**src/rtl/counter_pkg.sv**
```systemverilog
// Shared definitions for the mod-N counter scheduler: FSM states,
// requester side encoding and default sizing constants.
package counter_pkg;

  // Default sizing of the counter datapath and request step counts.
  localparam int unsigned MODULUS_DEF = 6;
  localparam int unsigned CW_DEF      = 3;
  localparam int unsigned SW_DEF      = 3;

  // Scheduler FSM states.
  typedef enum logic [1:0] {
    ST_IDLE = 2'd0,
    ST_RUN  = 2'd1,
    ST_DONE = 2'd2
  } state_e;

  // Requester side; the value doubles as the counter direction bit.
  typedef enum logic {
    SIDE_DN = 1'b0,
    SIDE_UP = 1'b1
  } side_e;

endpackage : counter_pkg

```
**src/rtl/modn_step.sv**
```systemverilog
// Modulus-N up/down step counter. One step per enabled cycle in the
// direction given by dir (1 = up); wrap pulses with the wrapping update.
module modn_step #(
  parameter int unsigned MODULUS = 6,
  parameter int unsigned CW      = 3
) (
  input  logic          clk,
  input  logic          rst,
  input  logic          en,
  input  logic          dir,
  output logic [CW-1:0] count,
  output logic          wrap
);

  localparam logic [CW-1:0] MAXV = CW'(MODULUS - 1);

  logic [CW-1:0] count_q, count_d;
  logic          wrap_q, wrap_d;

  // Next count and wrap flag for one step in the requested direction.
  always_comb begin
    count_d = count_q;
    wrap_d  = 1'b0;
    if (en) begin
      if (dir) begin
        if (count_q == MAXV) begin
          count_d = '0;
          wrap_d  = 1'b1;
        end else begin
          count_d = count_q + CW'(1);
        end
      end else begin
        if (count_q == '0) begin
          count_d = MAXV;
          wrap_d  = 1'b1;
        end else begin
          count_d = count_q - CW'(1);
        end
      end
    end
  end

  // Count and wrap registers with synchronous reset.
  always_ff @(posedge clk) begin
    if (rst) begin
      count_q <= '0;
      wrap_q  <= 1'b0;
    end else begin
      count_q <= count_d;
      wrap_q  <= wrap_d;
    end
  end

  assign count = count_q;
  assign wrap  = wrap_q;

endmodule : modn_step

```
**src/rtl/count_sched.sv**
```systemverilog
// Round-robin scheduler granting N-step moves of a shared mod-N counter
// to an up requester and a down requester, one move at a time.
module count_sched
  import counter_pkg::*;
#(
  parameter int unsigned MODULUS = MODULUS_DEF,
  parameter int unsigned CW      = CW_DEF,
  parameter int unsigned SW      = SW_DEF
) (
  input  logic          clk,
  input  logic          rst,
  input  logic          req_up,
  input  logic [SW-1:0] steps_up,
  input  logic          req_dn,
  input  logic [SW-1:0] steps_dn,
  output logic          gnt_up,
  output logic          gnt_dn,
  output logic          done,
  output logic          busy,
  output logic          w,
  output logic          wrap,
  output logic [CW-1:0] counter
);

  state_e        state_q, state_d;
  side_e         last_q, last_d;
  logic [SW-1:0] remaining_q, remaining_d;
  logic          w_q, w_d;
  logic          gnt_up_q, gnt_up_d;
  logic          gnt_dn_q, gnt_dn_d;
  logic          done_q, done_d;
  logic          busy_q, busy_d;
  logic          take_up, take_dn;
  logic          step_en;

  // Arbitration: a lone request wins; on a tie the side not served last wins.
  always_comb begin
    take_up = 1'b0;
    take_dn = 1'b0;
    if (state_q == ST_IDLE) begin
      if (req_up && (!req_dn || last_q == SIDE_DN)) begin
        take_up = 1'b1;
      end else if (req_dn) begin
        take_dn = 1'b1;
      end
    end
  end

  // State register.
  always_ff @(posedge clk) begin
    if (rst) begin
      state_q <= ST_IDLE;
    end else begin
      state_q <= state_d;
    end
  end

  // Next-state logic; a zero-step grant skips RUN entirely.
  always_comb begin
    state_d = state_q;
    case (state_q)
      ST_IDLE: begin
        if (take_up) begin
          state_d = (steps_up == '0) ? ST_DONE : ST_RUN;
        end else if (take_dn) begin
          state_d = (steps_dn == '0) ? ST_DONE : ST_RUN;
        end
      end
      ST_RUN: begin
        if (remaining_q == SW'(1)) begin
          state_d = ST_DONE;
        end
      end
      ST_DONE: state_d = ST_IDLE;
      default: state_d = ST_IDLE;
    endcase
  end

  // Output and datapath next values; done/busy are decoded from the next
  // state so that they come straight out of flops in the cycle they apply.
  always_comb begin
    remaining_d = remaining_q;
    w_d         = w_q;
    last_d      = last_q;
    gnt_up_d    = take_up;
    gnt_dn_d    = take_dn;
    done_d      = (state_d == ST_DONE);
    busy_d      = (state_d != ST_IDLE);
    step_en     = (state_q == ST_RUN);
    if (take_up) begin
      remaining_d = steps_up;
      w_d         = 1'b1;
      last_d      = SIDE_UP;
    end else if (take_dn) begin
      remaining_d = steps_dn;
      w_d         = 1'b0;
      last_d      = SIDE_DN;
    end else if (step_en) begin
      remaining_d = remaining_q - SW'(1);
    end
  end

  // Grant, completion, direction and round-robin registers.
  always_ff @(posedge clk) begin
    if (rst) begin
      remaining_q <= '0;
      w_q         <= 1'b0;
      last_q      <= SIDE_DN;
      gnt_up_q    <= 1'b0;
      gnt_dn_q    <= 1'b0;
      done_q      <= 1'b0;
      busy_q      <= 1'b0;
    end else begin
      remaining_q <= remaining_d;
      w_q         <= w_d;
      last_q      <= last_d;
      gnt_up_q    <= gnt_up_d;
      gnt_dn_q    <= gnt_dn_d;
      done_q      <= done_d;
      busy_q      <= busy_d;
    end
  end

  modn_step #(
    .MODULUS (MODULUS),
    .CW      (CW)
  ) u_step (
    .clk   (clk),
    .rst   (rst),
    .en    (step_en),
    .dir   (w_q),
    .count (counter),
    .wrap  (wrap)
  );

  assign gnt_up = gnt_up_q;
  assign gnt_dn = gnt_dn_q;
  assign done   = done_q;
  assign busy   = busy_q;
  assign w      = w_q;

endmodule : count_sched

```
**config.mk**
```make
export PLATFORM = sky130hd
export DESIGN_NAME = count_sched
export DESIGN_NICKNAME = d
export VERILOG_FILES = /design/src/rtl/counter_pkg.sv /design/src/rtl/modn_step.sv /design/src/rtl/count_sched.sv
export SDC_FILE = /design/constraint.sdc
export NUM_CORES = 1
export LEC_CHECK = 0
export ABC_CLOCK_PERIOD_IN_PS = 2100
export CORE_MARGIN = 1.5
export CORE_UTILIZATION = 35
export CTS_BUF_LIST = sky130_fd_sc_hd__clkbuf_8 sky130_fd_sc_hd__clkbuf_16
export DETAILED_ROUTE_END_ITERATION = 10
export GPL_ROUTABILITY_DRIVEN = 0
export GPL_TIMING_DRIVEN = 0
export HOLD_SLACK_MARGIN = 0.03
export PLACE_DENSITY = 0.66
export SYNTH_ARGS = -nofsm -noshare
export SYNTH_HDL_FRONTEND = slang
export SYNTH_SLANG_ARGS = --single-unit
```
**constraint.sdc**
```tcl
create_clock -name clk -period 2.1 [get_ports clk]
set_input_delay 0.42 -clock clk [delete_from_list [all_inputs] [get_ports clk]]
set_output_delay 0.42 -clock clk [all_outputs]
set_load 0.05 [all_outputs]
```
Word-level counts from Yosys, hierarchy flattened --
Cells that the tools add are included.
Cells by class: add/sub/neg operators 3, $mul 0, div/mod/pow operators 0, magnitude comparators 0, equal/unequal tests 4, shift-type cells 0, multiplexer cells 22, bitwise gates (word level) 2, reduce and logical (&&, ||, !) cells 11
Operator list (number):
- $mux 3 | 6
- $mux 1 | 10
- $mux 2 | 5
- $logic_not 3->1 | 3
- $sub 3x1->3 const B | 2
- $pmux 2 s2 | 1
- $reduce_bool 2->1 | 2
- $add 3x1->3 const B | 1
- $eq 3x1->1 const B | 1
- $eq 3x3->1 const B | 1
- $reduce_bool 3->1 | 1
- $eq 2x1->1 const B | 1
- $eq 2x2->1 const B | 1
- $logic_not 2->1 | 1
- $not 1->1 | 2
- $reduce_or 2->1 | 1
- $logic_and 1x1->1 | 1
- $logic_not 1->1 | 1
- $logic_or 1x1->1 | 1
Word-level totals: flip-flop bits (word level) 14, bits in latches 0, memory bits (writable) 0, bits in read-only memories 0, input port bits 10, output and inout bits 9, word-level logic and storage cells 51, memories kept 0

Depth between registers and ports, before layout --
Gate-level depths: netlist of run 1.
word-level depth 9, mapped depth 5, mapped depth without buffers 5

Hierarchy --
From an unflattened synthesis of run 1, not the netlist that was laid out.
Unflattened totals: cells, all modules 86, area total of the unflattened synthesis 778.2 µm²
Modules (own cells, without submodules):
- count_sched | times used 1, cells an instance 60, area an instance 545.5 µm², seq. area each 200.2 µm²
- modn_step | times used 1, cells an instance 26, area an instance 232.7 µm², seq. area each 80.1 µm²

Worst setup path after synthesis of run 1 --
OpenSTA, ideal clock, no wires.
kind reg2reg, from register u_step.count_q[0], in the netlist u_step.count[0], to register u_step.count_q[2], in the netlist u_step.count[2], library setup time 0.074 ns, arrival time 1.577 ns, required time 2.026 ns, slack 0.449 ns, stages on the path, launching flop included 5, path buffers 0, period minus slack after synthesis 1.651 ns, cells stage by stage dfxtp_1 nor2_1 ha_1 or3_1 a31oi_1
On the way: longest elaborated chain between the ends 3, elaborated cells on any way between the ends 7, those cells by class 2 x add/sub; 1 x eq/ne; 3 x mux; 1 x reduce/logical
Ends and longest elaborated chain:
- start: declaration | RTL line modn_step.sv:17 | logic [CW-1:0] count_q, count_d;
- start signal: assignment | RTL line modn_step.sv:49 | count_q <= count_d;
- $sub 3x1->3, or another cell as far along | RTL line modn_step.sv:37 | count_d = count_q - CW'(1);
- $mux 3, on equally long branches | RTL line modn_step.sv:33, modn_step.sv:26
- $mux 3 * | RTL line modn_step.sv:25 | if (dir) begin
Mark *: on every way between the ends. The rest lies on a longest branch, timed or not. A chain may end at the register's enable or synchronous reset.

Worst setup path after layout of run 1 --
from register u_step.count_q[0], in the netlist u_step.count[0], to output counter[0]
RTL lines:
- end: declaration | RTL line count_sched.sv:22 | output logic [CW-1:0] counter
No word-level cell between the ends.

==> impl_results.md, run 1 <==
- Clock skew: around 0.0012 ns
- Final instance area: 1080 um^2
- Crit share post-route: 95.2%
- Clock Pin Slew Worst Setup and Hold Paths: around 0.050 ns
- Avg Cell Area, Syn: slightly below 10 um^2
- CP Class: reg -> out
- Prevailing post-synth register cell: dfxtp_1
- # setup viols final: 0
- Nets: 121
- Finished Core Util: 48.7%
- WHS: ~0.56 ns
- Synth top area cells: dfxtp_1, ha_1, nand3b_1, nand2b_1, nor3b_2
- Crit path launch: u_step.count[0]
- Reg2Reg Depth: 4
- Delay-heaviest family, CP: buffers and inverters
- # resized after CTS: 0
- RSZ-0062 raised after global routing: no
- Pre-CTS setup slack: about 0.14 ns
- Max Cap Violations: 0
- CTS Buffer Depth: 2
- Final Non-Filler Cells: 134
- Syn. warnings: 0
- Gate Count Post-Synth: 85
- # diodes: 0
- Grt ovf: 0
- Max Slew Vio Count: 0
- Crit. path cell count: 1
- Core area: approximately 2200 um^2
- Height of the die: approximately 51 um
- GRT Total Usage: between 10% and 20%
- First-pass GRT wire length: approximately 3000 um
- Die Area: 2640 um^2
- Mapped Area: between 800 and 900 um^2
- IO Port Bufs: 18
- Type of the worst min-delay path: reg -> reg
- DRT iter0 DRCs: 22
- Crit-path max cell delay: between 0.8 and 0.9 ns
- CP bufs+invs: 1
- Worst endpoint required time: 1.68 ns
- TritonCTS clock tree: built
- Final worst setup slack: between 0.1 and 0.15 ns
- Die Width: 51.4 um
- Critical Path Start Type: flip-flop
- Placed insts: 131
- CP max stage cell: clkdlybuf4s50_1
- Max-slew headroom: 63.7%
- DRT antenna net count: 0
- FF-to-FF Start: u_step.count[0]
- Final min period: 2.00 ns
- Post-CTS setup buffer count: 0
- TNS Setup: 0 ns
- Tot Pwr: ~1.0 mW
- Setup crit end: counter[0]
- FF+latch count, synth: 14
- 1st-pass router iterations: 4
- Crit end category: primary output
- Num ports: 19
- Hold_buf cts: 0
- Final Hold Vio Count: 0
- Number of synthesized flops with an enable pin: 0
- Synth top area share: roughly 34%
- Initial antenna violation count: 0
- Synthesized net count: 98
- Layout area overhead: 31.2%
- Crit-path max FO: 9
- Fmax: between 0.5 and 0.6 GHz
- Yosys top cell by area: dfxtp_1
- Top post-synthesis cells by count: dfxtp_1, nor2_1, inv_1
- Slew @ Worst Pin: approximately 0.54 ns
- Leakage dissipation: between 0.4 and 0.5 nW
- CTS Root Buffer Type: clkbuf_8
- CTS Sinks: 14
- Reg2Reg Setup Slack: 0.69 ns
- Hold_sp: u_step.count[1]
- DR vias/cell: between 5 and 6
- Wire per inst: between 10 and 15 um
- Post-Route WL: between 1500 and 2000 um
- Number of global-route vias before repair: 690
- Post-synth ARST share: 0%
- Post-DP Area: a little over 1000 um^2
- Fraction of layout cells with a size suffix above 1: 11.3%
- FF-to-FF End: u_step.count[2]
- CTS buffer count: 3
- WP data arrival: about 1.6 ns
- Largest net degree at the start of global routing: 11
- H-tree depth reported by CTS: 1
- Worst skew pair latency: about 0.24 ns
- Top-count cell post-synth: dfxtp_1
- Fillers: 223
- Row cnt: 17
- # DRC: 0
- Yosys cell types: 40
- VDD IR max: around 0.48 mV
- Worst-path cell chain: clkdlybuf4s50_1
- Pwr/cell area: roughly 930 nW/um^2
- Initial core utilization: 37.1%
- Status: finished clean
- Part of the Yosys area used for sequential elements: about 34%
- Via count: 740
==> tightest hold or removal path: stages (launching register included) <==
cell and delay [ns]:
dfxtp_1 0.36, o311ai_0 0.10, nand2_1 0.05
==> layer usage <==
layer / wire (um) / track usage [%]
met5: 0 / 0
met4: 24 / 6.58
met3: 63 / 1.75
met2: 830 / 26.7
met1: 849 / 19.1
==> placed cells by master, fill, tap and decap left out, types with 2 or more instances in the layout <==
cell type and count:
nand2b_1 4, nor3b_2 2, nand3_1 2, o211a_1 2
buf_6 2, clkbuf_8 4, nand2_1 3, nor2_1 6
a311oi_1 2, nand4b_1 2, o21ai_0 3, inv_1 5
ha_1 3, nand3b_1 4, nor2b_1 2, nor3_1 4
nand3_2 2, dfxtp_1 14, clkdlybuf4s50_1 18
==> power by group <==
group          leakage (nW)  internal [mW]  total [mW]  switching (mW)
clock                0.0216          0.127       0.214          0.0875
combinational         0.280          0.185       0.421           0.237
sequential            0.116          0.316       0.371          0.0550
==> area by class of cell <==
cell class	instances	area, um^2	area share [%]
plain buffers	4	40.0	3.72
clock buffers	3	41.3	3.83
inverters	5	18.8	1.74
multi-input cells	62	482	44.7
flip-flops and latches	14	280	26.0
well taps	28	35.0	3.25
repair buffers	18	180	16.7
==> worst min-delay path by stage <==
stage | slack (ns) | depth (start not counted) | endpoint
floorplan | 0.54 | 2 | remaining_q[1]
global placement | 0.55 | 2 | remaining_q[1]
detailed placement | 0.56 | 2 | u_step.count[1]
CTS | 0.56 | 2 | u_step.count[1]
global route | 0.61 | 2 | u_step.count[1]
finish | 0.56 | 2 | u_step.count[1]
==> registers in the layout, summed over array words and instances (netlist names) <==
name,count
remaining_q,3
u_step.count,3
state_q,2
busy,1
done,1
gnt_dn,1
gnt_up,1
u_step.wrap,1
w,1
==> logic make-up (layout without fill, tap and decap cells) <==
| family | Yosys count | count (layout) | share of synthesized area (%) |
|---|---|---|---|
| AND/OR/NAND/NOR | 41 | 41 | 36.1 |
| AO/OA/AOI/OAI | 17 | 17 | 16.9 |
| flip-flops | 14 | 14 | 34.1 |
| buffers and inverters | 9 | 30 | 7.16 |
| adder cells (fa/ha/maj) | 3 | 3 | 4.57 |
| XOR/XNOR | 1 | 1 | 1.07 |
No activity file was read; power rests on OpenSTA's default activity.
==> run 2, diff against run 1 <==
--- a/config.mk
+++ b/config.mk
@@ -8,7 +8,6 @@
 export ABC_CLOCK_PERIOD_IN_PS = 2100
 export CORE_MARGIN = 1.5
 export CORE_UTILIZATION = 35
-export CTS_BUF_LIST = sky130_fd_sc_hd__clkbuf_8 sky130_fd_sc_hd__clkbuf_16
 export DETAILED_ROUTE_END_ITERATION = 10
 export GPL_ROUTABILITY_DRIVEN = 0
 export GPL_TIMING_DRIVEN = 0
==> run 2 against run 1 <==
Global-route usage up 0.18 points; maximum frequency rose by 1.8%; non-clock buffer count is the same; cell count is the same; first-iteration DRC count down 18%; flip-flop and latch count is the same; design area fell by 1.5%; largest power group unchanged.
==> impl_results.md, run 2 (synthesis gave the netlist of run 1 again) <==
- Delay-heaviest family, CP: buffers and inverters (unchanged)
- Crit-path max FO: 7 (was 9)
- RSZ-0062 raised after global routing: no (unchanged)
- Most frequent cells in the layout: clkdlybuf4s50_1, dfxtp_1, nor2_1 (unchanged)
- First-pass GRT wire length: 3040 um (was 3060 um)
- Grt ovf: 0 (unchanged)
- Cell internal pwr: 566 uW (was 628 uW)
- Clock skew: 0.00147 ns (was 0.00120 ns)
- Worst skew pair latency: 0.28 ns (was 0.24 ns)
- Final Non-Filler Cells: 134 (unchanged)
- Via count: 745 (was 740)
- Die Width: 51.4 um (unchanged)
- Num ports: 19 (unchanged)
- Type of the worst min-delay path: reg -> reg (unchanged)
- Wire per inst: 13.2 um (about the same)
- Row cnt: 17 (unchanged)
- Clock power frac: 15.8% (was 21.3%)
- WP data arrival: 1.54 ns (was 1.58 ns)
- TNS Setup: 0 ns (unchanged)
- CTS Root Buffer Type: clkbuf_4 (was clkbuf_8)
- Fraction of layout cells with a size suffix above 1: 11.3% (unchanged)
- Final min period: 1.96 ns (was 2.00 ns)
- DR WL met3: 75 um (was 63 um)
- Psw: 374 uW (was 379 uW)
- VDD IR max: 0.497 mV (was 0.485 mV)
- Clock Pin Slew Worst Setup and Hold Paths: 0.08 ns (was 0.05 ns)
- Layout area overhead: 29.3% (was 31.2%)
- DRT iter0 DRCs: 18 (was 22)
- Number of global-route vias before repair: 702 (was 690)
- Metal2 WL: 808 um (was 830 um)
- Crit-path max cell delay: 0.84 ns (was 0.86 ns)
- TritonCTS clock tree: built (unchanged)
- Max-slew headroom: 62.9% (was 63.7%)
- GRT Total Usage: 15.6% (was 15.4%)
- Critical Path Start Type: flip-flop (unchanged)
- Largest net degree at the start of global routing: 11 (unchanged)
- Most common cell after layout, fill and taps aside: clkdlybuf4s50_1 (unchanged)
- Reg power frac: 39.5% (was 36.9%)
- CTS Sinks: 14 (unchanged)
- # resized after CTS: 0 (unchanged)
- Finished Core Util: 48.0% (was 48.7%)
- Status: finished clean (unchanged)
- Placed insts: 131 (unchanged)
- Wire length on met1: 838 um (was 849 um)
- Initial core utilization: 37.1% (unchanged)
- Core area: 2210 um^2 (unchanged)
- Initial antenna violation count: 0 (unchanged)
- IO Port Bufs: 18 (unchanged)
- # setup viols final: 0 (unchanged)
- H-tree depth reported by CTS: 1 (unchanged)
- CP max stage cell: clkdlybuf4s50_1 (unchanged)
- Gate power share: 44.8% (was 41.9%)
- 1st-pass router iterations: 4 (unchanged)
- # DRC: 0 (unchanged)
- Worst endpoint required time: 1.68 ns (about the same)
- # diodes: 0 (unchanged)
- Fmax: 0.509 GHz (was 0.500 GHz)
- CP bufs+invs: 1 (unchanged)
- Final Hold Vio Count: 0 (unchanged)
- Tot Pwr: 940 uW (was 1.01 mW)
- Switching share of power: 39.8% (was 37.7%)
- Max Cap Violations: 0 (unchanged)
- Hold_buf cts: 0 (unchanged)
- Fillers: 228 (was 223)
- Top sig layer: met4 (unchanged)
- CTS Buffer Depth: 2 (unchanged)
- Worst-path cell chain: clkdlybuf4s50_1 (unchanged)
- Slew @ Worst Pin: 0.552 ns (was 0.540 ns)
- Height of the die: 51.4 um (unchanged)
- Post-CTS setup buffer count: 0 (unchanged)
- DRT antenna net count: 0 (unchanged)
- DR vias/cell: 5.56 (was 5.52)
- Post-Route WL: 1770 um (about the same)
- CTS buffer count: 3 (unchanged)
- Pwr/cell area: 886 nW/um^2 (was 934 nW/um^2)
- Leakage dissipation: 0.424 nW (was 0.417 nW)
- Final instance area: 1060 um^2 (was 1080 um^2)
- Die Area: 2640 um^2 (unchanged)
- Max Slew Vio Count: 0 (unchanged)
- Crit end category: primary output (unchanged)
- CP Class: reg -> out (unchanged)
- Post-DP Area: 1040 um^2 (unchanged)
- Nets: 121 (unchanged)
- Crit share post-route: 93.5% (was 95.2%)
- Reg2Reg Setup Slack: 0.69 ns (about the same)
-- run 2: cell count changes in the layout (fill, tap and decap cells not counted), sizes merged --
cell	before	now
dlymetal6s2s	0	1
clkdlybuf4s50	18	17
-- run 2: power by group through the flow --
| stage | Sequential (mW) | Combinational (mW) | Clock [mW] |
|---|---|---|---|
| floorplan | 0.464 | 0.209 | 0 |
| global placement | 0.374 | 0.417 | 0 |
| detailed placement | 0.376 | 0.423 | 0 |
| CTS | 0.370 | 0.423 | 0.153 |
| global route | 0.380 | 0.467 | 0.163 |
| finish | 0.371 | 0.421 | 0.148 |
-- run 2: path summary, 6_finish.rpt --
| check | start | to | cells after the start |
|---|---|---|---|
| worst max-delay path | u_step.count[1] | counter[1] | 1 |
| worst max register to register | u_step.count[0] | u_step.count[2] | 4 |
| worst min register to register | u_step.count[1] | u_step.count[1] | 2 |
| worst min-delay path | u_step.count[1] | u_step.count[1] | 2 |
-- run 2: routing by layer --
layer  track usage (%)  vias to the layer above
met4              9.21                        0
li1                  -                      367
met3              2.92                        6
met1              18.8                      348
met2              25.6                       24
met5                 0                        -
-- run 2: final cells by class --
class / instances / area, um^2 / area share [%]
buffer: 4 / 40.0 / 3.77
clock buffer: 3 / 22.5 / 2.12
inverter: 5 / 18.8 / 1.77
multi-input combinational: 62 / 482 / 45.4
sequential: 14 / 280 / 26.4
tap: 28 / 35.0 / 3.30
timing repair buffer: 18 / 183 / 17.2
-- run 2: worst min-delay path: stages (launching register included) --
cell and delay (ns):
dfxtp_1 0.37, o311ai_0 0.10, nand2_1 0.05
-- run 2: metrics by stage --
step	worst slack, ns	hold WS (ns)
5_1_grt	0.0664	0.612
3_5_place_dp	0.140	0.556
2_1_floorplan	0.449	0.537
6_report	0.136	0.562
3_3_place_gp	0.0857	0.553
4_1_cts	0.0491	0.567
